--- config.mk ---
export PLATFORM = sky130hd
export DESIGN_NAME = note_sequencer
export DESIGN_NICKNAME = d
export VERILOG_FILES = /design/src/rtl/note_seq_pkg.sv /design/src/rtl/note_sequencer_tick_prescaler.sv /design/src/rtl/note_sequencer.sv
export SDC_FILE = /design/constraint.sdc
export NUM_CORES = 1
export LEC_CHECK = 0
export ABC_AREA = 0
export CORE_ASPECT_RATIO = 0.8
export CORE_MARGIN = 4
export CORE_UTILIZATION = 45
export CTS_CLUSTER_SIZE = 14
export DETAILED_ROUTE_END_ITERATION = 16
export PLACE_DENSITY = 0.67
export SYNTH_ARGS = -nofsm -noshare
export SYNTH_HDL_FRONTEND = slang
export SYNTH_SLANG_ARGS = --single-unit
--- constraint.sdc ---
create_clock -name clk -period 3.3 [get_ports clk]
set_clock_uncertainty 0.05 [all_clocks]
set_input_delay 0.66 -clock clk [delete_from_list [all_inputs] [get_ports clk]]
set_output_delay 0.66 -clock clk [all_outputs]
set_load 0.1 [all_outputs]
--- src/rtl/note_seq_pkg.sv ---
// Shared types for the note sequencer: FSM state encoding and note word field layout.
package note_seq_pkg;

    typedef enum logic [3:0] {
        IDLE,
        FETCH,
        WAIT,
        DECODE,
        NOTE,
        GAP,
        PAUSED,
        END,
        DONE
    } state_t;

    localparam int DUR_MSB = 23;
    localparam int DUR_LSB = 16;
    localparam int DIV_MSB = 15;
    localparam int DIV_LSB = 0;

    localparam logic [7:0] END_MARKER_DUR = 8'd0;

endpackage

--- src/rtl/note_sequencer_tick_prescaler.sv ---
// tick_prescaler: free-running divider producing a 1-cycle tick every PRESCALE enabled cycles.
// The count is held (not cleared) while enable is low, so a paused note resumes mid-tick.
module tick_prescaler #(
    parameter int PRESCALE = 500000
) (
    input  logic clk,
    input  logic reset,
    input  logic clear,
    input  logic enable,
    output logic tick
);

    localparam int CNT_W = (PRESCALE > 1) ? $clog2(PRESCALE) : 1;
    localparam logic [CNT_W-1:0] LAST = CNT_W'(PRESCALE - 1);

    logic [CNT_W-1:0] r_cnt;

    // NOTE: sequential state uses non-blocking assignments so every flop samples pre-edge values.
    always_ff @(posedge clk) begin
        if (reset || clear) begin
            r_cnt <= '0;
        end else if (enable) begin
            r_cnt <= (r_cnt == LAST) ? '0 : r_cnt + 1'b1;
        end
    end

    assign tick = enable && (r_cnt == LAST);

endmodule

--- src/rtl/note_sequencer.sv ---
// note_sequencer: walks the note ROM and drives the tone generator divisor/enable under play/pause/stop.
// Define PLAYER_LOOP_EN to wrap back to address 0 at end of song instead of stopping in DONE.
module note_sequencer
    import note_seq_pkg::*;
#(
    parameter int CLK_FREQ    = 50000000,
    parameter int TICK_MS     = 10,
    parameter int GAP_TICKS   = 1,
    parameter int MEMORY_SIZE = 4096
) (
    input  logic                           clk,
    input  logic                           reset,
    input  logic                           play,
    input  logic                           pause,
    input  logic                           stop,
    output logic [$clog2(MEMORY_SIZE)-1:0] mem_addr,
    input  logic [23:0]                    mem_rdata,
    output logic [15:0]                    tone_div,
    output logic                           tone_en,
    output logic                           playing,
    output logic                           done
);

    localparam int ADDR_W   = $clog2(MEMORY_SIZE);
    localparam int PRESCALE = CLK_FREQ / 1000 * TICK_MS;
    localparam logic [ADDR_W-1:0] LAST_ADDR = ADDR_W'(MEMORY_SIZE - 1);
    localparam logic [7:0] GAP_LIM = (GAP_TICKS > 255) ? 8'd255 : 8'(GAP_TICKS);

    state_t            r_state, r_ret_state;
    logic [ADDR_W-1:0] r_mem_addr;
    logic [15:0]       r_tone_div;
    logic              r_tone_en, r_ret_tone_en;
    logic [7:0]        r_remaining;

    state_t            w_state, w_ret_state;
    logic [ADDR_W-1:0] w_mem_addr;
    logic [15:0]       w_tone_div;
    logic              w_tone_en, w_ret_tone_en;
    logic [7:0]        w_remaining;
    logic              w_active, w_tick, w_pres_clear, w_pres_en;

    wire [7:0]  w_dur      = mem_rdata[DUR_MSB:DUR_LSB];
    wire [15:0] w_note_div = mem_rdata[DIV_MSB:DIV_LSB];
    wire [7:0]  w_rem_dec  = (r_remaining != 8'd0) ? r_remaining - 8'd1 : 8'd0;

    assign w_active  = r_state inside {FETCH, WAIT, DECODE, NOTE, GAP};
    assign w_pres_en = (r_state inside {NOTE, GAP}) && !pause && !stop;

    tick_prescaler #(
        .PRESCALE(PRESCALE)
    ) u_prescaler (
        .clk   (clk),
        .reset (reset),
        .clear (w_pres_clear),
        .enable(w_pres_en),
        .tick  (w_tick)
    );

    // NOTE: every combinational output gets a default first so no path can infer a latch.
    always_comb begin
        w_state       = r_state;
        w_ret_state   = r_ret_state;
        w_mem_addr    = r_mem_addr;
        w_tone_div    = r_tone_div;
        w_tone_en     = r_tone_en;
        w_ret_tone_en = r_ret_tone_en;
        w_remaining   = r_remaining;
        w_pres_clear  = 1'b0;

        if (stop) begin
            w_state      = IDLE;
            w_mem_addr   = '0;
            w_tone_div   = '0;
            w_tone_en    = 1'b0;
            w_remaining  = '0;
            w_pres_clear = 1'b1;
        end else if (pause && w_active) begin
            // A read still in flight is simply re-issued after resume.
            w_state       = PAUSED;
            w_ret_state   = (r_state == WAIT) ? FETCH : r_state;
            w_ret_tone_en = r_tone_en;
            w_tone_en     = 1'b0;
        end else begin
            case (r_state)
                IDLE, DONE: begin
                    if (play) begin
                        w_state    = FETCH;
                        w_mem_addr = '0;
                    end
                end
                PAUSED: begin
                    if (play) begin
                        w_state   = r_ret_state;
                        w_tone_en = r_ret_tone_en;
                    end
                end
                FETCH: w_state = WAIT;
                WAIT:  w_state = DECODE;
                DECODE: begin
                    w_pres_clear = 1'b1;
                    if (w_dur == END_MARKER_DUR) begin
                        w_state = END;
                    end else begin
                        w_tone_div  = w_note_div;
                        w_remaining = w_dur;
                        if (w_dur <= GAP_LIM) begin
                            w_state   = GAP;
                            w_tone_en = 1'b0;
                        end else begin
                            w_state   = NOTE;
                            w_tone_en = (w_note_div != 16'd0);
                        end
                    end
                end
                NOTE, GAP: begin
                    if (w_tick) begin
                        w_remaining = w_rem_dec;
                        if (w_rem_dec == 8'd0) begin
                            w_tone_en = 1'b0;
                            if (r_mem_addr == LAST_ADDR) begin
                                w_state = END;
                            end else begin
                                w_state    = FETCH;
                                w_mem_addr = r_mem_addr + 1'b1;
                            end
                        end else if (w_rem_dec <= GAP_LIM) begin
                            w_state   = GAP;
                            w_tone_en = 1'b0;
                        end
                    end
                end
                END: begin
`ifdef PLAYER_LOOP_EN
                    w_state    = FETCH;
                    w_mem_addr = '0;
`else
                    w_state    = DONE;
                    w_tone_div = '0;
                    w_tone_en  = 1'b0;
`endif
                end
                default: w_state = IDLE;
            endcase
        end
    end

    always_ff @(posedge clk) begin
        if (reset) begin
            r_state       <= IDLE;
            r_ret_state   <= IDLE;
            r_mem_addr    <= '0;
            r_tone_div    <= '0;
            r_tone_en     <= 1'b0;
            r_ret_tone_en <= 1'b0;
            r_remaining   <= '0;
        end else begin
            r_state       <= w_state;
            r_ret_state   <= w_ret_state;
            r_mem_addr    <= w_mem_addr;
            r_tone_div    <= w_tone_div;
            r_tone_en     <= w_tone_en;
            r_ret_tone_en <= w_ret_tone_en;
            r_remaining   <= w_remaining;
        end
    end

    assign mem_addr = r_mem_addr;
    assign tone_div = r_tone_div;
    assign tone_en  = r_tone_en;
    assign done     = (r_state == END);
`ifdef PLAYER_LOOP_EN
    assign playing  = w_active || (r_state == END);
`else
    assign playing  = w_active;
`endif

endmodule
==> results by group <==
Power
  • VDD IR max: 183 uV
  • P_leak: 0.00149 uW
  • PwrDens: 399 nW/um^2
  • Total Power: 1700 uW

Run status
  • Outcome: finished clean

Clock network
  • CTS resizes: 0
  • CTS tree: done
  • Clock Latency Late Sink: 0.35 ns
  • H-tree Lvls: 3
  • CTS root buf: clkbuf_8
  • # Post-CTS Setup Buffers: 0
  • CTS sink cnt: 65
  • Clock Path Buffers: 2
  • Clock transition at the registers of the reported paths: 0.07 ns
  • TritonCTS Buffers: 9
  • Post-CTS Hold Buffers: 0

Worst setup path
  • Crit. End Element: register
  • Crit path from: u_prescaler.r_cnt[5]
  • Worst Setup Path Type: register to register
  • Crit path largest cell delay: a little under 0.6 ns
  • Worst-path maximum fanout: 13
  • Worst EP arrival: 2.97 ns
  • Startpoint types: register
  • Worst r2r path cells: 7
  • Crit path cell chain: or4b_1 -> or4_4 -> nor2_1 -> nand4_1 -> buf_4 -> or4_1 -> a21oi_1
  • CP max-delay cell: or4_4
  • Worst EP required: 3.52 ns
  • Reg2Reg Launch Point: u_prescaler.r_cnt[5]

Timing
  • Slew HR: 57.9%
  • Final period util: 83.5%
  • Slew Limit Fails: 0
  • Unrepaired setup endpoints after global routing: no
  • FMAX: between 0.3 and 0.4 GHz
  • Slew @ Worst Pin: 0.630 ns
  • Final worst setup slack: roughly 0.55 ns
  • Final setup vio count: 0
  • Period minus WS final: approximately 2.8 ns
  • Final Hold Vio Count: 0
  • Final setup TNS: 0 ns

Logic synthesis
  • Cells taking the most area after synthesis: dfxtp_1 (38%), a21oi_1 (7.0%), nor2_1 (5.0%)
  • Mean area per synthesized cell: 7.77 um^2
  • Distinct cells, synth: 51
  • Most common cell in the netlist: dfxtp_1
  • Post-synth EDFFs: 0
  • Area share of the leading cell type in the synthesized netlist: 38.0%
  • Synth cell count leaders: dfxtp_1 (65), a21oi_1 (48), nor2_1 (46), nand2_1 (38), nand3_1 (30)
  • Yosys synthesis warning count: 0
  • Synth Instances: ~440
  • Async set-or-reset flop fraction in the synthesized netlist: 0%
  • Sequential share of the synthesized area: 38.0%
  • Synth Net Count: 473
  • Cell taking the most area after synthesis: dfxtp_1
  • Ys flop type: dfxtp_1
  • Yosys reg bits: 65
  • Cell Area, Synth: 3430 um^2

Global route
  • GRT Resource Usage Total: 20.1%
  • Initial antenna violation count: 0
  • Total grt overflow: 0
  • First-pass GRT wire length: 15000 um
  • Largest net degree at the start of global routing: 26
  • Met1 Use GR: 28.6%
  • GR Util met3: just under 5%
  • Top Usage Layer GRT: met2
  • M2 GR Usage: 31.2%
  • Vias in the first global route: 3087

Finish
  • Final-layout fill cell count: 680
  • Number of diodes: 0
  • Nets: 525
  • Area taken by multi-input logic gates: about 2000 um^2
  • FF/Latch Area: about 1300 um^2
  • Share of layout cells above drive strength 1: a little over an eighth
  • Layout area overhead: 24.2%

Run
  • Number of max-cap violations: 0

Placed design
  • PortBufs: 59
  • Pre-CTS setup slack: 0.316 ns
  • Dpl hpwl: 6620 um
  • Placer Congestion: 0.878

Drt
  • Routed wire length: 9170 um
  • Drt wl/cell: 15.2 um
  • Drc violations: 0
  • 1st-iter DRT viols: between 200 and 250
  • Post-route ant nets: 0
  • Vias: 3435
  • Number of vias per cell: about 5.7
  • Pre-Repair DR Iteration Count: 4

Floorplanning
  • IO Count: 60
  • Rows: 28
  • Die W: around 110 um
  • Starting density of the core: 46.4%
  • Core area: roughly 7400 um^2
  • Die area: between 9000 and 10000 um^2
  • Die height: 86.1 um

Worst hold path
  • Worst hold-check path type: register to register
  • Hold path start: tone_div[15]
  • Hold Path Depth: 2
[kinds of logic after synthesis]
kind of cell | Yosys count | synth area share (%)
muxes | 7 | 2.04
adders and majority gates | 3 | 1.10
and+or+nand+nor | 209 | 32.5
xor gates and xnor gates | 15 | 3.83
buffers and inverters | 37 | 4.12
AOI/OAI and AO/OA | 105 | 18.5
DFF | 65 | 38.0
[sequential cells by signal (all words and copies together), names as in the netlist]
register,flops
r_ret_tone_en,1
mem_addr,12
tone_div,16
u_prescaler.r_cnt,19
r_state,4
r_remaining,8
r_ret_state,4
tone_en,1
[worst paths after layout]
path | to | slack (ns)
setup reg to reg | mem_addr[8] | 0.55
hold reg to reg | tone_div[15] | 0.40
hold / removal | tone_div[15] | 0.40
setup / recovery | mem_addr[8] | 0.55
[cell usage in the layout (no fill, tap or decap), types with 3 or more instances in the layout]
| cell type | n |
|---|---|
| a211oi_1 | 7 |
| a21oi_1 | 48 |
| and2_1 | 4 |
| and3_1 | 7 |
| and4_1 | 3 |
| buf_4 | 38 |
| clkbuf_8 | 11 |
| clkdlybuf4s50_1 | 28 |
| dfxtp_1 | 65 |
| ha_1 | 3 |
| inv_1 | 12 |
| mux2i_1 | 7 |
| nand2_1 | 38 |
| nand2b_1 | 6 |
| nand3_1 | 30 |
| nand4_1 | 14 |
| nor2_1 | 46 |
| nor3_1 | 7 |
| nor4_1 | 6 |
| nor4b_1 | 3 |
| o211ai_1 | 3 |
| o21ai_0 | 28 |
| o31ai_1 | 5 |
| or2_2 | 4 |
| or3_1 | 21 |
| or4_1 | 6 |
| xnor2_1 | 8 |
| xor2_1 | 7 |
[routing by layer]
layer	share of wire, %	wire (um)
met1	49	4520
met2	45	4130
met3	5.2	481
met4	0.41	38
met5	0	0
[power breakdown]
group | internal [uW] | total (uW) | leakage (uW) | switching, uW
Sequential | 787 | 794 | 0.000524 | 7.46
Combinational | 57.1 | 132 | 0.000856 | 74.9
Clock | 464 | 775 | 0.000115 | 311
Total | 1310 | 1700 | 0.00149 | 393
[stage by stage]
| stage | instance area, um^2 | std cells | hold WS [ns] | utilization [%] |
|---|---|---|---|---|
| global route | 4260 | 603 | 0.423 | 57.6 |
| finish | 4260 | 603 | 0.403 | 57.6 |
| detailed placement | 4030 | 587 | 0.395 | 54.5 |
| global placement | 4030 | 587 | 0.390 | 54.5 |
| floorplan | 3430 | 441 | 0.376 | - |
| CTS | 4260 | 603 | 0.405 | 57.6 |
[critical path: cells and delay by family, from the launching register on]
kind                   cells  cell delay (ns)
AOI/OAI and AO/OA          1             0.15
buffers and inverters      1             0.21
DFF                        1             0.36
and+or+nand+nor            5             1.89
[layout make-up]
| type | instances | area share [%] |
|---|---|---|
| Clock buffer | 11 | 3.56 |
| Clock inverter | 5 | 1.82 |
| Inverter | 12 | 1.06 |
| Multi-Input combinational cell | 339 | 46.6 |
| Sequential cell | 65 | 30.6 |
| Tap cell | 105 | 3.09 |
| Timing Repair Buffer | 66 | 13.3 |
Power figures use the tool's default switching activity.
